<file path="src/rtl/blink_monitor_if.sv">
// blink_monitor_if: bundles the monitored counter bus with the checker's
// status outputs so the monitor and whatever drives or observes it share
// one typed connection.
//
// Signals:
//   q_in        monitored counter bus (driven by the counter side)
//   period      last measured interval between changes, in cycles
//   step_valid  one-cycle pulse per measured step
//   step_err    one-cycle pulse: step was not previous+1 (mod 2^WIDTH)
//   period_err  one-cycle pulse: interval out of range, or timeout
//   locked      high after the required run of good steps
//   err_count   saturating count of error cycles
//
// Modports:
//   master  counter / observer side: drives q_in, reads status
//   slave   monitor side: reads q_in, drives status
interface blink_monitor_if #(
  parameter int WIDTH = 8,
  parameter int CNT_W = 25
);
  logic [WIDTH-1:0] q_in;
  logic [CNT_W-1:0] period;
  logic             step_valid;
  logic             step_err;
  logic             period_err;
  logic             locked;
  logic [7:0]       err_count;

  modport master (
    output q_in,
    input  period, step_valid, step_err, period_err, locked, err_count
  );

  modport slave (
    input  q_in,
    output period, step_valid, step_err, period_err, locked, err_count
  );
endinterface

</file>
<file path="src/rtl/blink_monitor.sv">
// blink_monitor: watches an LED blink-counter bus, measures the number of
// clock cycles between value changes, and checks that every change is a
// +1 (mod 2^WIDTH) step arriving within EXP_PERIOD +/- TOL cycles.
// Reports lock status once LOCK_N consecutive good steps have been seen and
// keeps a saturating count of error cycles.
//
// Ports:
//   clk  single clock, all logic on the rising edge
//   rst  asynchronous, active-low reset
//   bus  blink_monitor_if.slave: q_in in; period, step_valid, step_err,
//        period_err, locked, err_count out (all outputs registered)
//
// Parameters:
//   WIDTH       width of the monitored bus
//   CNT_W       width of the interval timer and of period
//   EXP_PERIOD  expected cycles between changes
//   TOL         allowed deviation of the interval, +/- cycles
//   LOCK_N      consecutive good steps needed to assert locked
module blink_monitor #(
  parameter int WIDTH      = 8,
  parameter int CNT_W      = 25,
  parameter int EXP_PERIOD = 25000000,
  parameter int TOL        = 0,
  parameter int LOCK_N     = 3
) (
  input  logic            clk,
  input  logic            rst,
  blink_monitor_if.slave  bus
);

  localparam logic [1:0] PRIME   = 2'd0;
  localparam logic [1:0] ACQUIRE = 2'd1;
  localparam logic [1:0] MEASURE = 2'd2;

  localparam int SW = (LOCK_N < 1) ? 1 : $clog2(LOCK_N + 1);
  localparam logic [SW-1:0] LOCK_S = SW'(LOCK_N);

  // Timer value at which the interval has reached the upper tolerance;
  // with no change in that cycle the measurement is abandoned.
  localparam logic [CNT_W-1:0] LIMIT = CNT_W'(EXP_PERIOD + TOL);

  // Interval bounds carry one extra bit: timer+1 can exceed LIMIT by one.
  localparam logic [CNT_W:0] LO_EXT = (CNT_W + 1)'(EXP_PERIOD - TOL);
  localparam logic [CNT_W:0] HI_EXT = (CNT_W + 1)'(EXP_PERIOD + TOL);

  logic [1:0]       state;
  logic [WIDTH-1:0] q_d;
  logic [CNT_W-1:0] timer;
  logic [SW-1:0]    streak;

  logic [CNT_W-1:0] period_r;
  logic             step_valid_r;
  logic             step_err_r;
  logic             period_err_r;
  logic             locked_r;
  logic [7:0]       err_count_r;

  logic             change;
  logic [CNT_W:0]   interval;
  logic             bad_step;
  logic             bad_period;
  logic             timeout;
  logic [SW-1:0]    streak_inc;
  logic [7:0]       err_count_inc;

  // Per-cycle observations. interval is the count a change in this cycle
  // would report; streak/err_count increments are precomputed saturated.
  always_comb begin
    change        = (bus.q_in != q_d);
    interval      = {1'b0, timer} + (CNT_W + 1)'(1);
    bad_step      = (bus.q_in != (q_d + WIDTH'(1)));
    bad_period    = (interval < LO_EXT) || (interval > HI_EXT);
    timeout       = (timer == LIMIT);
    streak_inc    = (streak == LOCK_S) ? streak : (streak + SW'(1));
    err_count_inc = (err_count_r == 8'hFF) ? err_count_r : (err_count_r + 8'd1);
  end

  // Main state machine. PRIME takes a reference sample, ACQUIRE waits for
  // the first change to start timing, MEASURE checks each following change.
  // A change always wins over the timeout in the same cycle, so it is
  // reported as an over-long step rather than as a separate timeout.
  always_ff @(posedge clk or negedge rst) begin
    if (!rst) begin
      state        <= PRIME;
      q_d          <= '0;
      timer        <= '0;
      streak       <= '0;
      period_r     <= '0;
      step_valid_r <= 1'b0;
      step_err_r   <= 1'b0;
      period_err_r <= 1'b0;
      locked_r     <= 1'b0;
      err_count_r  <= 8'd0;
    end else begin
      step_valid_r <= 1'b0;
      step_err_r   <= 1'b0;
      period_err_r <= 1'b0;

      case (state)
        PRIME: begin
          q_d   <= bus.q_in;
          state <= ACQUIRE;
        end

        ACQUIRE: begin
          if (change) begin
            q_d   <= bus.q_in;
            timer <= '0;
            state <= MEASURE;
          end
        end

        MEASURE: begin
          if (change) begin
            period_r     <= interval[CNT_W-1:0];
            step_valid_r <= 1'b1;
            step_err_r   <= bad_step;
            period_err_r <= bad_period;
            q_d          <= bus.q_in;
            timer        <= '0;
            if (bad_step || bad_period) begin
              streak      <= '0;
              locked_r    <= 1'b0;
              err_count_r <= err_count_inc;
            end else begin
              streak   <= streak_inc;
              locked_r <= (streak_inc == LOCK_S);
            end
          end else if (timeout) begin
            period_err_r <= 1'b1;
            streak       <= '0;
            locked_r     <= 1'b0;
            err_count_r  <= err_count_inc;
            timer        <= '0;
            state        <= ACQUIRE;
          end else begin
            timer <= timer + CNT_W'(1);
          end
        end

        default: begin
          state <= PRIME;
        end
      endcase
    end
  end

  assign bus.period     = period_r;
  assign bus.step_valid = step_valid_r;
  assign bus.step_err   = step_err_r;
  assign bus.period_err = period_err_r;
  assign bus.locked     = locked_r;
  assign bus.err_count  = err_count_r;

endmodule
</file>
<file path="src/flat_wrapper.sv">
// flat-port wrapper written by rule: the top's interface ports become plain ports
module blink_monitor_flat 
#(
  parameter int WIDTH      = 8,
  parameter int CNT_W      = 25,
  parameter int EXP_PERIOD = 25000000,
  parameter int TOL        = 0,
  parameter int LOCK_N     = 3
)
  (clk, rst, bus_q_in, bus_period, bus_step_valid, bus_step_err, bus_period_err, bus_locked, bus_err_count);
  blink_monitor_if #(.WIDTH(WIDTH), .CNT_W(CNT_W)) bus_i ();
  input  logic clk;
  input  logic rst;
  input wire logic [$bits(bus_i.q_in)-1:0] bus_q_in;
  output wire logic [$bits(bus_i.period)-1:0] bus_period;
  output wire logic [$bits(bus_i.step_valid)-1:0] bus_step_valid;
  output wire logic [$bits(bus_i.step_err)-1:0] bus_step_err;
  output wire logic [$bits(bus_i.period_err)-1:0] bus_period_err;
  output wire logic [$bits(bus_i.locked)-1:0] bus_locked;
  output wire logic [$bits(bus_i.err_count)-1:0] bus_err_count;
  assign bus_i.q_in = bus_q_in;
  assign bus_period = bus_i.period;
  assign bus_step_valid = bus_i.step_valid;
  assign bus_step_err = bus_i.step_err;
  assign bus_period_err = bus_i.period_err;
  assign bus_locked = bus_i.locked;
  assign bus_err_count = bus_i.err_count;
  blink_monitor #(.WIDTH(WIDTH), .CNT_W(CNT_W), .EXP_PERIOD(EXP_PERIOD), .TOL(TOL), .LOCK_N(LOCK_N)) u_core (.clk(clk), .rst(rst), .bus(bus_i));
endmodule
</file>
<file path="config.mk">
export PLATFORM = sky130hd
export DESIGN_NAME = blink_monitor_flat
export DESIGN_NICKNAME = d
export VERILOG_FILES = /design/src/rtl/blink_monitor_if.sv /design/src/rtl/blink_monitor.sv /design/src/flat_wrapper.sv
export SDC_FILE = /design/constraint.sdc
export NUM_CORES = 1
export LEC_CHECK = 0
export CAP_MARGIN = 20
export CORE_MARGIN = 2
export CORE_UTILIZATION = 50
export DETAILED_ROUTE_END_ITERATION = 8
export PLACE_DENSITY = 0.72
export SYNTH_ARGS = -nofsm -noshare
export SYNTH_HDL_FRONTEND = slang
export SYNTH_SLANG_ARGS = --single-unit
</file>
<file path="constraint.sdc">
create_clock -name clk -period 5.05 [get_ports clk]
set_clock_uncertainty 0.1 [all_clocks]
set_input_delay 0.7575 -clock clk [delete_from_list [all_inputs] [get_ports clk]]
set_output_delay 0.7575 -clock clk [all_outputs]
set_load 0.03 [all_outputs]
</file>
# Word-level counts from Yosys, hierarchy flattened
# Index checks and enable logic that the tools add are counted.
totals:
  reg_bits: 74
  inputBits: 10
  out_inout_bits: 37
  wordCells: 71
op_classes:
  addsub: 5
  magnitude_cmp: 2
  n_eq_ne: 13
  muxes: 28
  n_reduce_logical: 13
op_table:
  columns: ["cell", "count"]
  rows:
  - ["$mux W25", 3]
  - ["$pmux W25 S2", 1]
  - ["$mux W8", 5]
  - ["$add A25 B1 Y26 const B", 1]
  - ["$gt A26 B25 Y1 const B", 1]
  - ["$lt A26 B25 Y1 const B", 1]
  - ["$add A25 B1 Y25 const B", 1]
  - ["$eq A25 B25 Y1 const B", 1]
  - ["$add A8 B1 Y8 const B", 2]
  - ["$ne A8 B8 Y1", 2]
  - ["$pmux W8 S2", 1]
  - ["$mux W2", 7]
  - ["$mux W1", 10]
  - ["$eq A8 B8 Y1 const B", 1]
  - ["$reduce_and A2 Y1", 4]
  - ["$eq A2 B2 Y1 const B", 3]
  - ["$ne A2 B1 Y1 const B", 3]
  - ["$pmux W2 S3", 1]
  - ["$reduce_and A3 Y1", 2]
  - ["$reduce_bool A2 Y1", 3]
  - ["$ne A2 B2 Y1 const B", 2]
  - ["$add A2 B1 Y2 const B", 1]
  - ["$eq A2 B1 Y1 const B", 1]
  - ["$logic_not A2 Y1", 1]
  - ["other kinds (2)", 3]

# Longest topological paths before layout
# Gate-level depths: netlist of the first run.
logic_depth:
  word_depth: 6
  mapped_depth: 12
  depth_no_buf: 10

# Worst setup path before layout of the first run
# OpenSTA, ideal clock, no wires.
synth_path:
  path_type: "input to register"
  startpoint: "input port bus_q_in[5]"
  endpoint: "register u_core.timer[20]"
  setup_ns: 0.096
  arrival_time_ns: 2.889
  t_required_ns: 4.854
  slack_ns: 1.966
  stages: 10
  n_path_buf: 2
  path_cell_list: "xor2_1 > or4_4 > nor4_4 > nand2b_1 > or3b_1 > buf_2 > buf_6 > clkinv_2 > nand2_1 > o31ai_1"
synth_between:
  elab_chain_len: 3
  word_cells_on_any_way: 5
  cone_classes: "eq/ne (2); mux (2); reduce/logical (1)"
synth_lines:
  columns: ["item", "line_no", "text"]
  rows:
  - ["start: declaration", "flat_wrapper.sv:14", "input wire logic [$bits(bus_i.q_in)-1:0] bus_q_in;"]
  - ["$ne A8 B8 Y1 (*)", "blink_monitor.sv:69", "change = (bus.q_in != q_d);"]
  - ["$mux W25 / $ne A2 B1 Y1 (equally long branches)", null, null]
  - ["$pmux W25 S2 / $reduce_and A2 Y1 (equally long branches)", null, null]
  - ["end signal: assignment", "blink_monitor.sv:137", "timer <= timer + CNT_W'(1);"]
  - ["end: declaration", "blink_monitor.sv:48", "logic [CNT_W-1:0] timer;"]
# Mark *: on every way between the ends. The rest lies on a longest branch, timed or not.
# A chain may end at the register's enable or synchronous reset.

# Final worst setup path of the first run
layout_path:
  startpoint: "input port bus_q_in[3]"
  endpoint: "register u_core.timer[20]"
# The elaborated chain is that of the path after synthesis.

==> flow_summary.json, run 1 <==
{
  "status": "completed",
  "hpwl_um": 6390,
  "final.setup.tns_ns": 0,
  "critPathRequiredTime_ns": 5.19,
  "fin_cells": 594,
  "via_per_inst": 5.80,
  "synth-simple-area-share": 0.230,
  "cts_made_buffers": 9,
  "maxCapViolCount": 0,
  "die_w_um": 96.0,
  "max-vdd-ir-drop_mv": 0.246,
  "postRouteAntennaNets": 0,
  "io_pins": 47,
  "setup_viol": 0,
  "grt_setup_unrepaired": "no",
  "relSlewSlack": 0.382,
  "holdBufCountCts": 0,
  "n_antenna_cell": 0,
  "layout_commonest_cell": "dfrtp_1",
  "die_area_sq_mm": 0.00922,
  "portBuffers": 46,
  "drt-met1-wl_um": 4410,
  "num_rows": 33,
  "yosys_most_used_dff": "dfrtp_1",
  "crit_slowest_cell": "or3b_1",
  "place_area_sq_mm": 0.00469,
  "cts_buffer_depth": 2,
  "criticalPathCategory": "input port to flop",
  "core_region_area_sq_mm": 0.00822,
  "drc": 0,
  "post_cts_buffers": 0,
  "whs_ns": 0.381,
  "nets": 501,
  "ys_seq_elements": 74,
  "powerDensity_mw_per_mm2": 383,
  "totalWireLength_um": 9210,
  "grt_max_degree": 75,
  "avgSynthCellArea_sq_um": 9.31,
  "dr.first_iter.drc_count": 185,
  "async_flop_share": 1.00,
  "path_cells": "clkdlybuf4s50_1 -> xor2_1 -> or4_4 -> nor4_4 -> nand2b_1 -> or3b_1 -> buf_4 -> clkinv_2 -> nand2_1 -> o31ai_1",
  "cts-root-buf": "clkbuf_8",
  "track_usage": 0.213,
  "worstSetupEndpointType": "flop",
  "cts_tree": "built",
  "synth.yosys.warnings": 0,
  "finalCriticalPeriod_ns": 3.90,
  "synth-edff-count": 0,
  "final_cell_mix": "dfrtp_1 (74), nand2_1 (58), o21ai_0 (57)",
  "achievable-frequency_mhz": 257,
  "yosysSeqAreaShare": 0.437,
  "first_global_vias": 3212,
  "postLayoutCellArea_sq_mm": 0.00488,
  "p_leak_uw": 0.00200,
  "period_share": 0.771,
  "final_max_slew_viol_count": 0,
  "path_max_fanout": 21,
  "area_growth_pct": 15.3,
  "drt-pass1-iter-count": 4,
  "synthDistinctLibCells": 62,
  "grt_pass1_wl_um": 15200,
  "critical-path-max-stage-delay_ns": 0.66,
  "finalHoldViolCount": 0,
  "die_y_um": 96.0,
  "vias": 3444,
  "routedWlPerCell_um": 15.5,
  "place.gp.congestion": 0.883,
  "synth_compound_area_frac": 0.145,
  "synth_top_family_by_area": "simple AND/OR/NAND/NOR gates",
  "mappedNetlistArea_sq_mm": 0.00424,
  "clkSlewWorstSetupHoldPaths_ns": 0.08,
  "synthAdderAreaFrac": 0.0207,
  "met3_length_um": 417,
  "met2_length_um": 4220,
  "cts_sinks": 74,
  "synthCells": 455,
  "ctsResizeCount": 0,
  "insertion_delay_ns": 0.35,
  "gr-total-overflow": 0,
  "post-place-cells": 578,
  "drive_gt1_frac": 0.0941,
  "htreeDepth": 3,
  "synthesis.nets": 472,
  "tightest_slew_ns": 0.927,
  "maxUsedRoutingLayer": "met4",
  "cp-start-kind": "input port",
  "synth_xor_area_frac": 0.0827,
  "initial_core_util": 0.515,
  "antenna_found_initial": 0,
  "min_path_type": "flop to flop",
  "arrival_ns": 4.04,
  "synthMuxAreaShare": 0.0366
}
-- cell families (layout without fill, tap and decap cells) --
group                      Yosys count  after routing
and+or+nand+nor                    175            175
AOI/OAI and AO/OA                  104            104
DFF                                 74             74
buffers and inverters               41             75
xor gates and xnor gates            40             40
muxes                               14             14
adders and majority gates            7              7
-- power breakdown --
part / internal (uW) / switching, uW
Combinational: 267 / 387
Clock: 240 / 225
Sequential: 672 / 81.4
Total: 1180 / 693
-- critical path: cells and delay by family --
kind	cells	cell delay, ns
AND/OR/NAND/NOR	5	1.87
buffers and inverters	3	0.97
AO/OA/AOI/OAI	1	0.24
XOR/XNOR	1	0.19
-- path summary, 6_finish.rpt --
path	from	slack [ns]	depth (start not counted)	endpoint
setup / recovery	bus_q_in[3]	1.15	10	u_core.timer[20]
hold / removal	u_core.bus.period[21]	0.38	2	u_core.bus.period[21]
setup reg to reg	u_core.timer[0]	1.51	9	u_core.bus.err_count[6]
hold reg to reg	u_core.bus.period[21]	0.38	2	u_core.bus.period[21]
max in group asynchronous	rst	3.81	1	u_core.timer[0]
min in group asynchronous	rst	0.45	1	u_core.bus.period[13]
-- routing by layer --
layer / vias up / global-route usage
met2: 101 / 0.329
met4: 0 / 0.0821
met5: - / 0
met3: 13 / 0.0360
li1: 1660 / -
met1: 1670 / 0.299
-- synth_stat cells, drive strengths merged, types with 3 or more instances --
master  instances  share of area
dfrtp          74           0.44
nand2          58          0.051
o21ai          58          0.069
nor2           31          0.032
xor2           28          0.058
buf            20          0.029
nand3          16          0.020
a21oi          13          0.015
nand4          13          0.023
o31ai          13          0.023
clkbuf         12          0.011
mux2           12          0.032
xnor2          12          0.025
nor3           10          0.013
inv             8         0.0071
ha              7          0.021
and3            6         0.0089
nand2b          6         0.0089
nor2b           6         0.0089
nor3b           4         0.0071
nor4b           4          0.012
o41ai           4         0.0083
or3             4         0.0071
a22o            3         0.0062
and4            3         0.0062
nor4            3         0.0080
-- flip-flops by register name, summed over array words and instances, names as in the netlist --
name,cells
u_core.bus.err_count,8
u_core.bus.locked,1
u_core.bus.period,25
u_core.bus.period_err,1
u_core.bus.step_err,1
u_core.bus.step_valid,1
u_core.q_d,8
u_core.state,2
u_core.streak,2
u_core.timer,25
-- stage by stage --
step           utilization  setup WS, ns  total power (uW)
3_5_place_dp         0.570         0.840              1420
6_report             0.594          1.15              1870
2_1_floorplan            -          1.97              1220
3_3_place_gp         0.570         0.969              1390
4_1_cts              0.594          1.17              1880
5_1_grt              0.594         0.982              1980
-- cell type report --
type	count	area (sq um)
clock buffer	11	141
clock inverter	5	53.8
fill	744	3330
inverter	9	35.0
multi-input combinational	340	2180
sequential	74	1850
tap	105	131
timing repair buffer	50	488
Power figures use the tool's default switching activity.
==> run 2, diff against run 1 <==
==> constraint.sdc (replaced) <==
create_clock -name clk -period 3.95 [get_ports clk]
set_clock_uncertainty 0.1 [all_clocks]
set_input_delay 0.5925 -clock clk [delete_from_list [all_inputs] [get_ports clk]]
set_output_delay 0.5925 -clock clk [all_outputs]
set_load 0.03 [all_outputs]
==> run 2 against run 1 <==
Net effect: register-to-register slack lost 1.0 ns; sequential power increased by 28%; clock power rose by 32%; total power up 29%; first-iteration DRC count increased by 8.6%; hold slack got worse by 0.10 ns; via count shrank 2.1%; largest power group unchanged; core utilization is 0.40 points higher; final cell count grew 0.51%; non-clock buffer count grew 3; combinational power is 28% higher.
==> flow_summary.json, run 2 (synthesized netlist as in run 1, its figures left out) <==
{
  "status": "completed",
  "period_share": 0.876,
  "die_w_um": 96.0,
  "first_global_vias": 3155,
  "num_rows": 33,
  "io_pins": 47,
  "final_cell_mix": "dfrtp_1 (74), nand2_1 (58), o21ai_0 (57)",
  "max-vdd-ir-drop_mv": 0.301,
  "reg2reg_slack_ns": 0.49,
  "finalCriticalPeriod_ns": 3.46,
  "antenna_found_initial": 0,
  "area_growth_pct": 16.0,
  "grt_setup_unrepaired": "no",
  "grt_max_degree": 75,
  "maxCapViolCount": 0,
  "arrival_ns": 3.59,
  "routedWlPerCell_um": 15.1,
  "layout_commonest_cell": "dfrtp_1",
  "postRouteAntennaNets": 0,
  "gr-total-overflow": 0,
  "min_path_type": "input port to async pin",
  "htreeDepth": 3,
  "finalHoldViolCount": 0,
  "dr.first_iter.drc_count": 201,
  "drive_gt1_frac": 0.0976,
  "n_antenna_cell": 0,
  "place.gp.congestion": 0.857,
  "totalWireLength_um": 9030,
  "cts_tree": "built",
  "final_max_slew_viol_count": 0,
  "setup_viol": 0,
  "path_cells": "ha_1 -> nand3_2 -> or3_1 -> nor2_4 -> xnor2_1 -> a211o_1 -> nor4b_4 -> nor3_1 -> mux2_1",
  "worstSetupEndpointType": "flop",
  "die_area_sq_mm": 0.00922,
  "r2r_start": "u_core.timer[0]",
  "path_max_fanout": 10,
  "cts-root-buf": "clkbuf_8",
  "holdBufCountCts": 0,
  "post_cts_buffers": 0,
  "grt_pass1_wl_um": 15300,
  "nets": 504,
  "hpwl_um": 6290,
  "via_per_inst": 5.65,
  "critPathRequiredTime_ns": 4.08,
  "rr_worst_depth": 9,
  "insertion_delay_ns": 0.35,
  "startpoint": "u_core.timer[0]",
  "tightest_slew_ns": 0.939,
  "cts_sinks": 74,
  "track_usage": 0.212,
  "portBuffers": 46,
  "clkSlewWorstSetupHoldPaths_ns": 0.08,
  "achievable-frequency_mhz": 289,
  "endpoint": "u_core.bus.err_count[6]",
  "die_y_um": 96.0,
  "post-place-cells": 581,
  "ctsResizeCount": 0,
  "reg2reg_to": "u_core.bus.err_count[6]",
  "cts_made_buffers": 9,
  "p_leak_uw": 0.00201,
  "powerDensity_mw_per_mm2": 492,
  "relSlewSlack": 0.374,
  "critical-path-max-stage-delay_ns": 0.55,
  "crit_slowest_cell": "or3_1",
  "whs_ns": 0.281,
  "cts_buffer_depth": 2,
  "final.setup.tns_ns": 0,
  "vias": 3372,
  "drc": 0,
  "initial_core_util": 0.515,
  "drt-pass1-iter-count": 4,
  "fin_cells": 597,
  "cp-start-kind": "flop",
  "criticalPathCategory": "flop to flop",
  "core_region_area_sq_mm": 0.00822
}
[run 2: cell count changes in the layout (fill, tap and decap cells not counted)]
cell / delta
clkinv_4: -1
clkinvlp_4: +1
clkinv_2: -3
clkbuf_8: +1
inv_6: +1
buf_4: +3
clkbuf_1: +1
[run 2: power breakdown]
| group | internal [uW] | leakage (uW) | switching (uW) |
|---|---|---|---|
| Clock | 330 | 0.000100 | 285 |
| Combinational | 342 | 0.000911 | 497 |
| Sequential | 859 | 0.000996 | 104 |
[run 2: critical path: cells and delay by family (launching register included)]
kind,cells,cell delay [ns]
AOI/OAI and AO/OA,1,0.35
xor gates and xnor gates,1,0.14
adders and majority gates,1,0.32
DFF,1,0.50
muxes,1,0.33
and+or+nand+nor,5,1.60
[run 2: final cells by class]
type / instances / area, sq um
well taps: 105 / 131
multi-input cells: 340 / 2180
inverters: 9 / 35.0
clock buffers: 13 / 159
clock inverters: 3 / 46.3
flip-flops and latches: 74 / 1850
fillers: 707 / 3300
repair buffers: 53 / 510
[run 2: worst min-delay path by stage]
stage	depth (start not counted)	to
after global routing	1	u_core.timer[8]
after detailed placement	2	u_core.bus.locked
after global placement	2	u_core.bus.locked
after CTS	1	u_core.timer[13]
after floorplan	0	u_core.bus.err_count[0]
final	1	u_core.timer[10]
[run 2: stage by stage]
stage	cell area [sq um]	total power (uW)	setup WS, ns	util
after detailed placement	4710	1820	0.286	0.573
after floorplan	4240	1560	0.999	-
after global routing	4910	2570	0.252	0.598
after global placement	4710	1790	0.355	0.573
after CTS	4910	2430	0.492	0.598
final	4910	2420	0.488	0.598
[run 2: metal layers]
layer,vias to the layer above,track usage,routed length [um]
met5,-,0,0
met4,0,0.0560,95
met3,8,0.0470,375
met2,81,0.322,4040
met1,1612,0.307,4520
li1,1671,-,-
==> run 3, diff against run 2 <==
--- a/config.mk
+++ b/config.mk
@@ -8,6 +8,7 @@
 export CAP_MARGIN = 20
 export CORE_MARGIN = 2
 export CORE_UTILIZATION = 50
+export CTS_CLUSTER_DIAMETER = 30
 export DETAILED_ROUTE_END_ITERATION = 8
 export PLACE_DENSITY = 0.72
 export SYNTH_ARGS = -nofsm -noshare
==> results of run 3 <==
Same layout as run 2: the final DEF is identical, and so are final timing and power.
